$ cat config.mk
export PLATFORM = sky130hd
export DESIGN_NAME = conversor_bcd
export DESIGN_NICKNAME = d
export VERILOG_FILES = /design/src/rtl/conversor_bcd.sv
export SDC_FILE = /design/constraint.sdc
export NUM_CORES = 1
export LEC_CHECK = 0
export BUFFER_PORTS_ARGS = -buffer_cell sky130_fd_sc_hd__buf_4
export CAP_MARGIN = 20
export CORE_MARGIN = 2
export CORE_UTILIZATION = 44
export DETAILED_ROUTE_END_ITERATION = 10
export HOLD_SLACK_MARGIN = 0.03
export PLACE_DENSITY = 0.66
export REMOVE_ABC_BUFFERS = 1
export SYNTH_ARGS = -nofsm -noshare
export SYNTH_HDL_FRONTEND = slang
export SYNTH_SLANG_ARGS = --single-unit
$ cat constraint.sdc
create_clock -name clk -period 1.7 [get_ports clk]
set_clock_uncertainty 0.15 [all_clocks]
set_input_delay 0.255 -clock clk [delete_from_list [all_inputs] [get_ports clk]]
set_output_delay 0.255 -clock clk [all_outputs]
set_load 0.02 [all_outputs]
$ cat src/rtl/conversor_bcd.sv
// ============================================================================
// Module  : conversor_bcd
// Brief   : 8-bit binary to 3-digit BCD converter (sequential double-dabble),
//           optional 7-segment outputs when SEG7_OUT_EN is defined.
// Revision: 1.0 - initial release
// ============================================================================
`default_nettype none

module conversor_bcd (
  input  logic       clk,
  input  logic       rst_n,
  input  logic       start,
  input  logic [7:0] P,
  output logic       busy,
  output logic       done,
  output logic [3:0] centenas,
  output logic [3:0] dezenas,
  output logic [3:0] unidades
`ifdef SEG7_OUT_EN
  ,
  output logic [6:0] seg_c,
  output logic [6:0] seg_d,
  output logic [6:0] seg_u
`endif
);

  typedef enum logic [1:0] {
    S_IDLE  = 2'd0,
    S_SHIFT = 2'd1,
    S_DONE  = 2'd2
  } state_t;

  state_t      state_q, state_d;
  logic [7:0]  shreg_q, shreg_d;
  logic [11:0] scratch_q, scratch_d;
  logic [2:0]  cnt_q, cnt_d;
  logic [3:0]  cent_q, cent_d;
  logic [3:0]  dez_q, dez_d;
  logic [3:0]  uni_q, uni_d;
  logic        done_q, done_d;

  logic [11:0] w_adj;
  logic [11:0] w_shifted;

  function automatic logic [3:0] add3(input logic [3:0] n);
    return (n >= 4'd5) ? n + 4'd3 : n;
  endfunction

  assign w_adj     = {add3(scratch_q[11:8]), add3(scratch_q[7:4]), add3(scratch_q[3:0])};
  assign w_shifted = {w_adj[10:0], shreg_q[7]};

  always_comb begin
    state_d   = state_q;
    shreg_d   = shreg_q;
    scratch_d = scratch_q;
    cnt_d     = cnt_q;
    cent_d    = cent_q;
    dez_d     = dez_q;
    uni_d     = uni_q;
    done_d    = 1'b0;

    case (state_q)
      S_IDLE: begin
        if (start) begin
          state_d   = S_SHIFT;
          shreg_d   = P;
          scratch_d = 12'd0;
          cnt_d     = 3'd0;
        end
      end
      S_SHIFT: begin
        scratch_d = w_shifted;
        shreg_d   = {shreg_q[6:0], 1'b0};
        cnt_d     = cnt_q + 3'd1;
        // Digits load with the final shift so they are valid while done is high.
        if (cnt_q == 3'd7) begin
          state_d = S_DONE;
          done_d  = 1'b1;
          cent_d  = w_shifted[11:8];
          dez_d   = w_shifted[7:4];
          uni_d   = w_shifted[3:0];
        end
      end
      S_DONE: begin
        state_d = S_IDLE;
      end
      default: begin
        state_d = S_IDLE;
      end
    endcase
  end

  always_ff @(posedge clk or negedge rst_n) begin
    if (!rst_n) begin
      state_q   <= S_IDLE;
      shreg_q   <= 8'd0;
      scratch_q <= 12'd0;
      cnt_q     <= 3'd0;
      cent_q    <= 4'd0;
      dez_q     <= 4'd0;
      uni_q     <= 4'd0;
      done_q    <= 1'b0;
    end else begin
      state_q   <= state_d;
      shreg_q   <= shreg_d;
      scratch_q <= scratch_d;
      cnt_q     <= cnt_d;
      cent_q    <= cent_d;
      dez_q     <= dez_d;
      uni_q     <= uni_d;
      done_q    <= done_d;
    end
  end

  assign busy     = (state_q != S_IDLE);
  assign done     = done_q;
  assign centenas = cent_q;
  assign dezenas  = dez_q;
  assign unidades = uni_q;

`ifdef SEG7_OUT_EN
  localparam logic [6:0] c_seg_blank = 7'h7F;

  // Active-low, bit order gfedcba.
  function automatic logic [6:0] seg7(input logic [3:0] v);
    case (v)
      4'd0:    return 7'h40;
      4'd1:    return 7'h79;
      4'd2:    return 7'h24;
      4'd3:    return 7'h30;
      4'd4:    return 7'h19;
      4'd5:    return 7'h12;
      4'd6:    return 7'h02;
      4'd7:    return 7'h78;
      4'd8:    return 7'h00;
      4'd9:    return 7'h10;
      default: return c_seg_blank;
    endcase
  endfunction

  assign seg_c = seg7(cent_q);
  assign seg_d = seg7(dez_q);
  assign seg_u = seg7(uni_q);
`endif

endmodule

`default_nettype wire

==> flow_metrics.tcl <==
set metrics [dict create \
    start_util_pct 46.8 \
    power_density_nw_per_um2 1890 \
    cap_violations 0 \
    rsz0062_at_grt "no" \
    n_antenna_cell 0 \
    die_x_um 67.1 \
    rows 22 \
    synthCells 172 \
    coreArea_sq_um 3740 \
    crit_start "scratch_q[4]" \
    clock_path_buffers 2 \
    grt_usage_pct 18.5 \
    endpoint_kind "flip-flop" \
    ir_worst_vdd_mv 0.718 \
    nets 232 \
    drtIter0Drc 73 \
    stdcell_area_sq_um 2260 \
    critical_path_class "flip-flop to flip-flop" \
    worst_ep_arrival_time_ns 1.72 \
    final_core_util_pct 60.4 \
    clock_sinks 38 \
    drtAntennaViolNets 0 \
    drive_gt1_share_pct 34.9 \
    rrSetupSlack_ns 0.05 \
    crit_family "flip-flops" \
    tns_ns 0 \
    avgViaCountPerCell 5.27 \
    numCtsBuffers 5 \
    clkTransAtPathRegs_ns 0.07 \
    cts-root-buf "clkbuf_8" \
    crit_end "scratch_q[6]" \
    setup_viol_count_final 0 \
    timing.final.hold_violations 0 \
    ys_seq_area_share_pct 54.2 \
    layout_common_cells "buf_4 (38), dfrtp_1 (36), nand2_1 (27), o21ai_0 (22), o21ai_1 (8)" \
    ys_types 29 \
    critical_path_required_ns 1.77 \
    hpwl_mm 2.58 \
    max_slew_margin_pct 68.6 \
    yosysWarnings 0 \
    grt_pass1_vias 1420 \
    grt_max_degree 39 \
    antenna_found_initial 0 \
    worstSetupPathDepth 5 \
    critPathMaxStageDelay_ns 0.41 \
    finalNonFillerCells 260 \
    gp_congestion 0.741 \
    p_leak_uw 0.00106 \
    vias 1370 \
    max_freq_mhz 606 \
    dr.pass1.iters 4 \
    min_period_over_period_pct 97.1 \
    hold_class "input port to flip-flop" \
    status "complete, no violations" \
    syn_to_final_growth_pct 28.9 \
    cp_max_fo 4 \
    startpoint_type "flip-flop" \
    final_common_cell "buf_4" \
    dpl.cell_count 251 \
    crit_path_cell_trace "ha_1 -> nand2b_1 -> a21oi_2 -> mux2_4 -> o21ai_2" \
    drc_errors 0 \
    reg2reg_depth 5 \
    htreeDepth 2 \
    netlist_area_sq_um 1750 \
    worst-path-buf-inv 0 \
    wire_per_inst_um 13.9 \
    grt_pass1_wl_mm 6.09 \
    r2r_start "scratch_q[4]" \
    r2r-end "scratch_q[6]" \
    io_buffers 24 \
    crit_slowest_cell "dfrtp_1" \
    drv_slew 0 \
    gr-total-overflow 0 \
    io_pins 25 \
    synth_area_per_cell_sq_um 10.2 \
    dieArea_sq_um 4510 \
    dpl_cell_area_sq_um 2070 \
    worst_pin_slew_ns 0.471 \
    min_period_ns 1.65 \
    cts_tree "done" \
    wl_mm 3.62 \
    power_uw 4260 \
    dieHeight_um 67.1 \
    ys_ff_latch 38 \
    clk_latency_ns 0.29 \
]
[repair_timing]
| item | 4_1_cts | 5_1_grt |
|---|---|---|
| endpoints found under the setup margin | 5 | 11 |
| hold buffers | 1 | 0 |
| cloned | 0 | 0 |
| resized for setup | 7 | 17 |
| pin swaps | 1 | 3 |
| setup buffers | 1 | 2 |
| endpoints found under the hold margin | 38 | 0 |
[state kept, by name, summed over array words and instances, names as in the netlist]
name,count
cnt_q,3
centenas,4
scratch_q,12
unidades,4
state_q,2
shreg_q,8
dezenas,4
done,1
[per-stage QoR]
step	hold slack [ns]	worst slack (ns)
final	0.0685	0.0485
after global routing	0.0640	0.00487
after CTS	0.0630	0.00234
after detailed placement	0.0984	-0.109
after global placement	0.0891	0.0435
after floorplan	-0.191	0.0502
[cell usage after synthesis]
master,n,area (sq um)
mux2_2,3,33.8
inv_1,9,33.8
a22oi_1,5,37.5
nand2_4,1,11.3
o21ai_2,1,8.76
a22o_1,3,26.3
nand2_1,27,101
or3b_2,3,26.3
dfrtp_1,38,951
or2_2,1,6.26
nor2_1,4,15.0
nand2b_1,4,25.0
o21ai_0,24,120
and2b_2,1,8.76
and3b_1,2,17.5
a31oi_1,3,18.8
a32o_1,1,10.0
clkinv_2,1,5.00
a21oi_1,8,40.0
mux2_4,1,15.0
nor3_1,3,15.0
buf_6,1,11.3
ha_1,8,100
o21ai_1,8,40.0
buf_2,4,20.0
xnor2_1,3,26.3
nor3b_1,2,15.0
clkbuf_1,2,7.51
nor2b_1,1,6.26
[worst min path at each step]
stage	start	endpoint	slack, ns	cells after the start
after floorplan	rst_n	centenas[0]	-0.19	0
after global placement	rst_n	centenas[1]	0.09	1
after detailed placement	rst_n	scratch_q[9]	0.1	1
after CTS	P[0]	shreg_q[0]	0.06	2
after global routing	P[0]	shreg_q[0]	0.06	2
final	P[0]	shreg_q[0]	0.07	2
[cell type report]
class                   count  area (sq um)
clock buffers               6          82.6
fillers                   336          1480
inverters                  10          38.8
multi-input cells         117           798
flip-flops and latches     38           953
well taps                  48          60.1
repair buffers             41           327
[worst register-to-register path, delay by kind of cell (launching register included)]
kind | cells | cell delay, ns
DFF | 1 | 0.41
muxes | 1 | 0.33
AOI/OAI and AO/OA | 2 | 0.32
adders and majority gates | 1 | 0.20
and+or+nand+nor | 1 | 0.17
[routing by layer]
layer	wire, um	global-route usage (%)	share of wire, %
met2	1820	32.4	50
met1	1560	20.9	43
met3	146	5.74	4.0
met4	93	7.14	2.6
met5	0	0	0
[logic make-up after synthesis]
family	share of synthesized area, %
flip-flops	54.2
buffers and inverters	4.43
multiplexers	2.78
AND/OR/NAND/NOR	14.1
XOR/XNOR	1.50
AO/OA/AOI/OAI	17.2
adder cells (fa/ha/maj)	5.71
[power breakdown]
part	switching [uW]	internal, uW	total (uW)
Combinational	1060	1040	2090
Clock	282	312	595
Sequential	299	1280	1580
Total	1640	2630	4260
(Power assumes the default switching activity.)
